===== src/rtl/fetch_ctrl.sv =====
// Instruction fetch controller: PC, 2-entry fetch buffer, RUN/HALT FSM, redirect flush.
// Optional macro FETCH_PERF_CNT_EN adds a 32-bit fetch_count output of accepted pops.
module fetch_ctrl #(
    parameter int unsigned N        = 32,
    parameter logic [63:0] RESET_PC = 64'h0
) (
    input  logic         clk,
    input  logic         reset,
    output logic [5:0]   imem_addr,
    input  logic [N-1:0] imem_q,
    input  logic         redirect_valid,
    input  logic [63:0]  redirect_pc,
    output logic         instr_valid,
    input  logic         instr_ready,
    output logic [N-1:0] instr_out,
    output logic [63:0]  instr_pc,
    output logic         halted
`ifdef FETCH_PERF_CNT_EN
    ,
    output logic [31:0]  fetch_count
`endif
);

    localparam int unsigned PCW = 64;
    localparam int unsigned CW  = 2;
    localparam logic [N-1:0] HALT_WORD = N'(32'hb400001f);

    typedef enum logic {RUN = 1'b0, HALT = 1'b1} state_t;

    state_t          state, next_state;
    logic [PCW-1:0]  pc;
    logic [CW-1:0]   count;
    logic [N-1:0]    head_word, tail_word;
    logic [PCW-1:0]  head_pc, tail_pc;
    logic            push, pop;

    assign imem_addr   = pc[7:2];
    assign instr_valid = (count != CW'(0));
    assign instr_out   = head_word;
    assign instr_pc    = head_pc;
    assign halted      = (state == HALT);

    // State register
    always_ff @(posedge clk) begin
        if (reset) state <= RUN;
        else       state <= next_state;
    end

    // Next state and buffer handshakes; redirect suppresses both push and pop
    always_comb begin
        next_state = state;
        pop        = 1'b0;
        push       = 1'b0;
        if (redirect_valid) begin
            next_state = RUN;
        end else begin
            pop  = instr_valid && instr_ready;
            push = (state == RUN) && ((count != CW'(2)) || pop);
            if (push && (imem_q == HALT_WORD)) next_state = HALT;
        end
    end

    // PC and fetch buffer; head only moves on a pop so outputs hold while stalled
    always_ff @(posedge clk) begin
        if (reset) begin
            pc        <= RESET_PC;
            count     <= CW'(0);
            head_word <= '0;
            head_pc   <= '0;
            tail_word <= '0;
            tail_pc   <= '0;
        end else if (redirect_valid) begin
            pc    <= {redirect_pc[63:2], 2'b00};
            count <= CW'(0);
        end else begin
            if (push) pc <= pc + PCW'(4);
            case ({push, pop})
                2'b11: begin
                    if (count == CW'(1)) begin
                        head_word <= imem_q;
                        head_pc   <= pc;
                    end else begin
                        head_word <= tail_word;
                        head_pc   <= tail_pc;
                        tail_word <= imem_q;
                        tail_pc   <= pc;
                    end
                end
                2'b01: begin
                    head_word <= tail_word;
                    head_pc   <= tail_pc;
                    count     <= count - CW'(1);
                end
                2'b10: begin
                    if (count == CW'(0)) begin
                        head_word <= imem_q;
                        head_pc   <= pc;
                    end else begin
                        tail_word <= imem_q;
                        tail_pc   <= pc;
                    end
                    count <= count + CW'(1);
                end
                default: ;
            endcase
        end
    end

`ifdef FETCH_PERF_CNT_EN
    always_ff @(posedge clk) begin
        if (reset)    fetch_count <= 32'd0;
        else if (pop) fetch_count <= fetch_count + 32'd1;
    end
`endif

endmodule


===== config.mk =====
export PLATFORM = sky130hd
export DESIGN_NAME = fetch_ctrl
export DESIGN_NICKNAME = d
export VERILOG_FILES = /design/src/rtl/fetch_ctrl.sv
export SDC_FILE = /design/constraint.sdc
export NUM_CORES = 1
export LEC_CHECK = 0
export ABC_CLOCK_PERIOD_IN_PS = 3500
export CORE_MARGIN = 4
export CORE_UTILIZATION = 49
export DETAILED_ROUTE_END_ITERATION = 7
export PLACE_DENSITY_LB_ADDON = 0.3
export SYNTH_ARGS = -nofsm -noshare
export SYNTH_HDL_FRONTEND = slang
export SYNTH_SLANG_ARGS = --single-unit

===== constraint.sdc =====
create_clock -name clk -period 3.5 [get_ports clk]
set_clock_uncertainty 0.2 [all_clocks]
set_input_delay 0.35 -clock clk [delete_from_list [all_inputs] [get_ports clk]]
set_output_delay 0.35 -clock clk [all_outputs]
set_load 0.1 [all_outputs]

==> summary.md <==
| Metric | Value |
|---|---|
| Root buffer cell | clkbuf_16 |
| Ant. Diodes | 0 |
| Yosys warning count | 0 |
| Post-synthesis instance area | 13000 um2 |
| Area Overhead vs Synth | 23.4% |
| Die Span X | 171 um |
| Clock buffer depth | 3 |
| Initial DRC count | 1357 |
| Synth Area per Inst | slightly above 8 um2 |
| Fin Setup TNS | 0 ns |
| Top Layer Used | met5 |
| Drt drc | 0 |
| Global-route wire length before repair | 60500 um |
| Pins Over Slew Limit | 0 |
| Fmax achieved | 314 MHz |
| CP Data Arrival Time | 3.45 ns |
| Post-CTS setup buffers | 0 |
| Die ar. | 29200 um2 |
| Initial Util | between 40% and 50% |
| Sw frac | 32.0% |
| Pwr Density | 476 nW/um2 |
| Final ANT Viol Nets | 0 |
| CTS H-Tree Depth | 1 |
| CTS tree | done |
| Clock sink count | around 250 |
| Startpoint Class | register |
| Total Wirelength | 37600 um |
| Status | finished clean |
| Fraction of registers with async set/reset | 0% |
| Crit-path max FO | 91 |
| CTS resizes | 0 |
| Comb pwr share | 21.4% |
| Sequential power share | between 40% and 50% |
| CTS buffer count | 28 |
| Wire per inst | approximately 18 um |
| Die H | 171 um |
| Total track usage | 24.7% |
| Fin cells | 2051 |
| Clk pwr share | approximately 37% |
| Setup Crit Path Kind | register to register |
| Met2 Routed Length | 17400 um |
| EDFF count, synth | 0 |
| WL met3 | roughly 2800 um |
| Vias | 12600 |
| Min Tclk post-route | 3.19 ns |
| Initial antenna violation count | 1 |
| Inst Count DP | 2002 |
| Post-CTS Hold Buffers | 0 |
| Top_reg_cell synth | dfxtp_1 |
| Site Rows | 59 |
| Vias in the first global route | 11800 |
| # IOs | roughly 200 |
| Buffers added on ports | 199 |
| Worst-margin pin slew | 1.09 ns |
| Share of cells above drive strength 1 | under 10% |
| Vias per cell | 6.17 |
| Slew HR | 27.1% |
| Final Cycle Share | 91.0% |
| DP HPWL | 23600 um |
| Cells after Synth | 1605 |
| Class of the worst hold path | input port to register |
| Final hold vios | 0 |
| Total grt overflow | 0 |
| Maximum VDD drop | 0.000459 V |
| Largest net degree at the start of global routing | 101 |
| Distinct cells, synth | 58 |
| Seq/Total Area, Yosys | 38.9% |
| Clock Latency Late Sink | 0.54 ns |
| Fin util | about 60% |
| CP Capture Type | register |
| Critical Path RT | 3.77 ns |
| Max-cap viol count | 0 |
| Internal power | approximately 5200 uW |
| P_leak | 0.00516 uW |
| RSZ-0062 raised after global routing | no |
| Clk slew on worst S/H paths | 0.06 ns |
| Post-layout nets | 1806 |
| M1 WL | 16500 um |
| Sw Pwr | 2450 uW |
| Post-synthesis register bit count | 253 |
| Core Footprint | 26100 um2 |
| TritonRoute pass-1 iters | 6 |
| Final setup viols | 0 |
| GPL Wtd Cong | 0.829 |
per-stage QoR:
step	hold slack (ns)	power [uW]	area (um2)	setup slack, ns
2_1_floorplan	0.249	4390	13000	0.0130
3_3_place_gp	0.254	4860	15200	0.232
3_5_place_dp	0.259	4890	15200	0.178
4_1_cts	0.0787	7700	16100	0.303
5_1_grt	0.107	7980	16100	0.000569
6_report	0.0895	7650	16100	0.314
final cells by class:
| cell class | count | area [um2] |
|---|---|---|
| timing repair buffer | 234 | 2400 |
| clock buffer | 40 | 797 |
| fill | 2267 | 10000 |
| multi-input combinational | 1161 | 7220 |
| sequential | 253 | 5060 |
| inverter | 19 | 72.6 |
| clock inverter | 9 | 76.3 |
| tap | 335 | 419 |
synth_stat cells, drive strengths merged (2+ instances only):
cell | instances | area, um2
clkbuf | 126 | 478
a2111oi | 8 | 95.1
xnor2 | 11 | 96.3
o31ai | 10 | 75.1
mux2i | 95 | 951
nor3 | 11 | 60.1
nand2 | 234 | 878
a21oi | 205 | 1030
and3 | 6 | 37.5
dfxtp | 253 | 5060
nand3 | 21 | 125
nand3b | 2 | 15.0
nand2b | 5 | 31.3
nor4 | 13 | 126
nor4bb | 5 | 50.1
buf | 47 | 238
or4 | 12 | 90.1
nor2 | 153 | 574
nor2b | 5 | 31.3
ha | 9 | 113
or3 | 18 | 113
a221oi | 94 | 823
and4 | 7 | 61.3
inv | 19 | 71.3
a311oi | 26 | 228
o211ai | 3 | 22.5
nand4 | 31 | 236
o21ai | 18 | 90.1
and2 | 4 | 25.0
a211oi | 120 | 901
xor2 | 19 | 166
power by group through the flow:
| stage | clock [uW] | sequential (uW) | combinational [uW] |
|---|---|---|---|
| after global placement | 0 | 3250 | 1610 |
| after detailed placement | 0 | 3260 | 1630 |
| after floorplan | 0 | 3620 | 774 |
| after CTS | 2870 | 3190 | 1640 |
| final | 2820 | 3200 | 1640 |
| after global routing | 3010 | 3220 | 1750 |
state kept, by name, summed over array words and instances, names as in the netlist:
name / flops
instr_pc: 62
pc: 62
tail_pc: 62
instr_out: 32
tail_word: 32
count: 2
halted: 1
critical path, cell delays in order, from the launching register on:
cell and delay (ns):
dfxtp_1 0.42, inv_1 0.09, ha_1 0.21, nand2b_1 0.16, buf_4 0.20, nor2_1 0.28
inv_1 0.17, ha_1 0.23, nor2_1 0.17, o21ai_4 0.23, buf_12 0.28, a211oi_1 0.24
a21oi_1 0.07, nor2_1 0.11
layer usage:
metal | GRT usage [%] | up-vias
met5 | 0 | -
met4 | 7.44 | 2
met3 | 4.07 | 70
met2 | 39.7 | 480
met1 | 34.3 | 6030
li1 | - | 6064
kinds of logic (layout without fill, tap and decap cells):
group / count (synthesis) / in the layout / share of synthesized area, %
compound gates: 492 / 492 / 25.6
other cells: 1 / 2 / 0.0288
fa+ha+maj: 9 / 9 / 0.865
xor+xnor: 30 / 30 / 2.02
mux: 96 / 96 / 7.39
simple gates: 532 / 532 / 19.2
flops: 253 / 253 / 38.9
buf+inv: 192 / 302 / 6.05
path summary, 6_finish.rpt:
| kind | from | end | slack, ns | cells past startpoint |
|---|---|---|---|---|
| min | reset | instr_pc[63] | 0.09 | 2 |
| max | count[0] | instr_pc[8] | 0.31 | 13 |
| min reg2reg | tail_word[21] | tail_word[21] | 0.27 | 2 |
| max reg2reg | count[0] | instr_pc[8] | 0.31 | 13 |
layout by cell type, fill, tap and decap left out, types with 12 or more instances in the layout:
cell	instances
nand4_1	27
xor2_1	19
nor2_1	153
a211oi_1	120
o21ai_0	17
clkbuf_16	29
nand3_1	17
mux2i_1	95
inv_1	18
nand2_1	234
a311oi_1	26
buf_12	13
or4_1	12
dfxtp_1	253
a21oi_1	205
buf_4	28
a221oi_1	94
or3_1	18
clkdlybuf4s50_1	192
No activity file was read; power rests on OpenSTA's default activity.
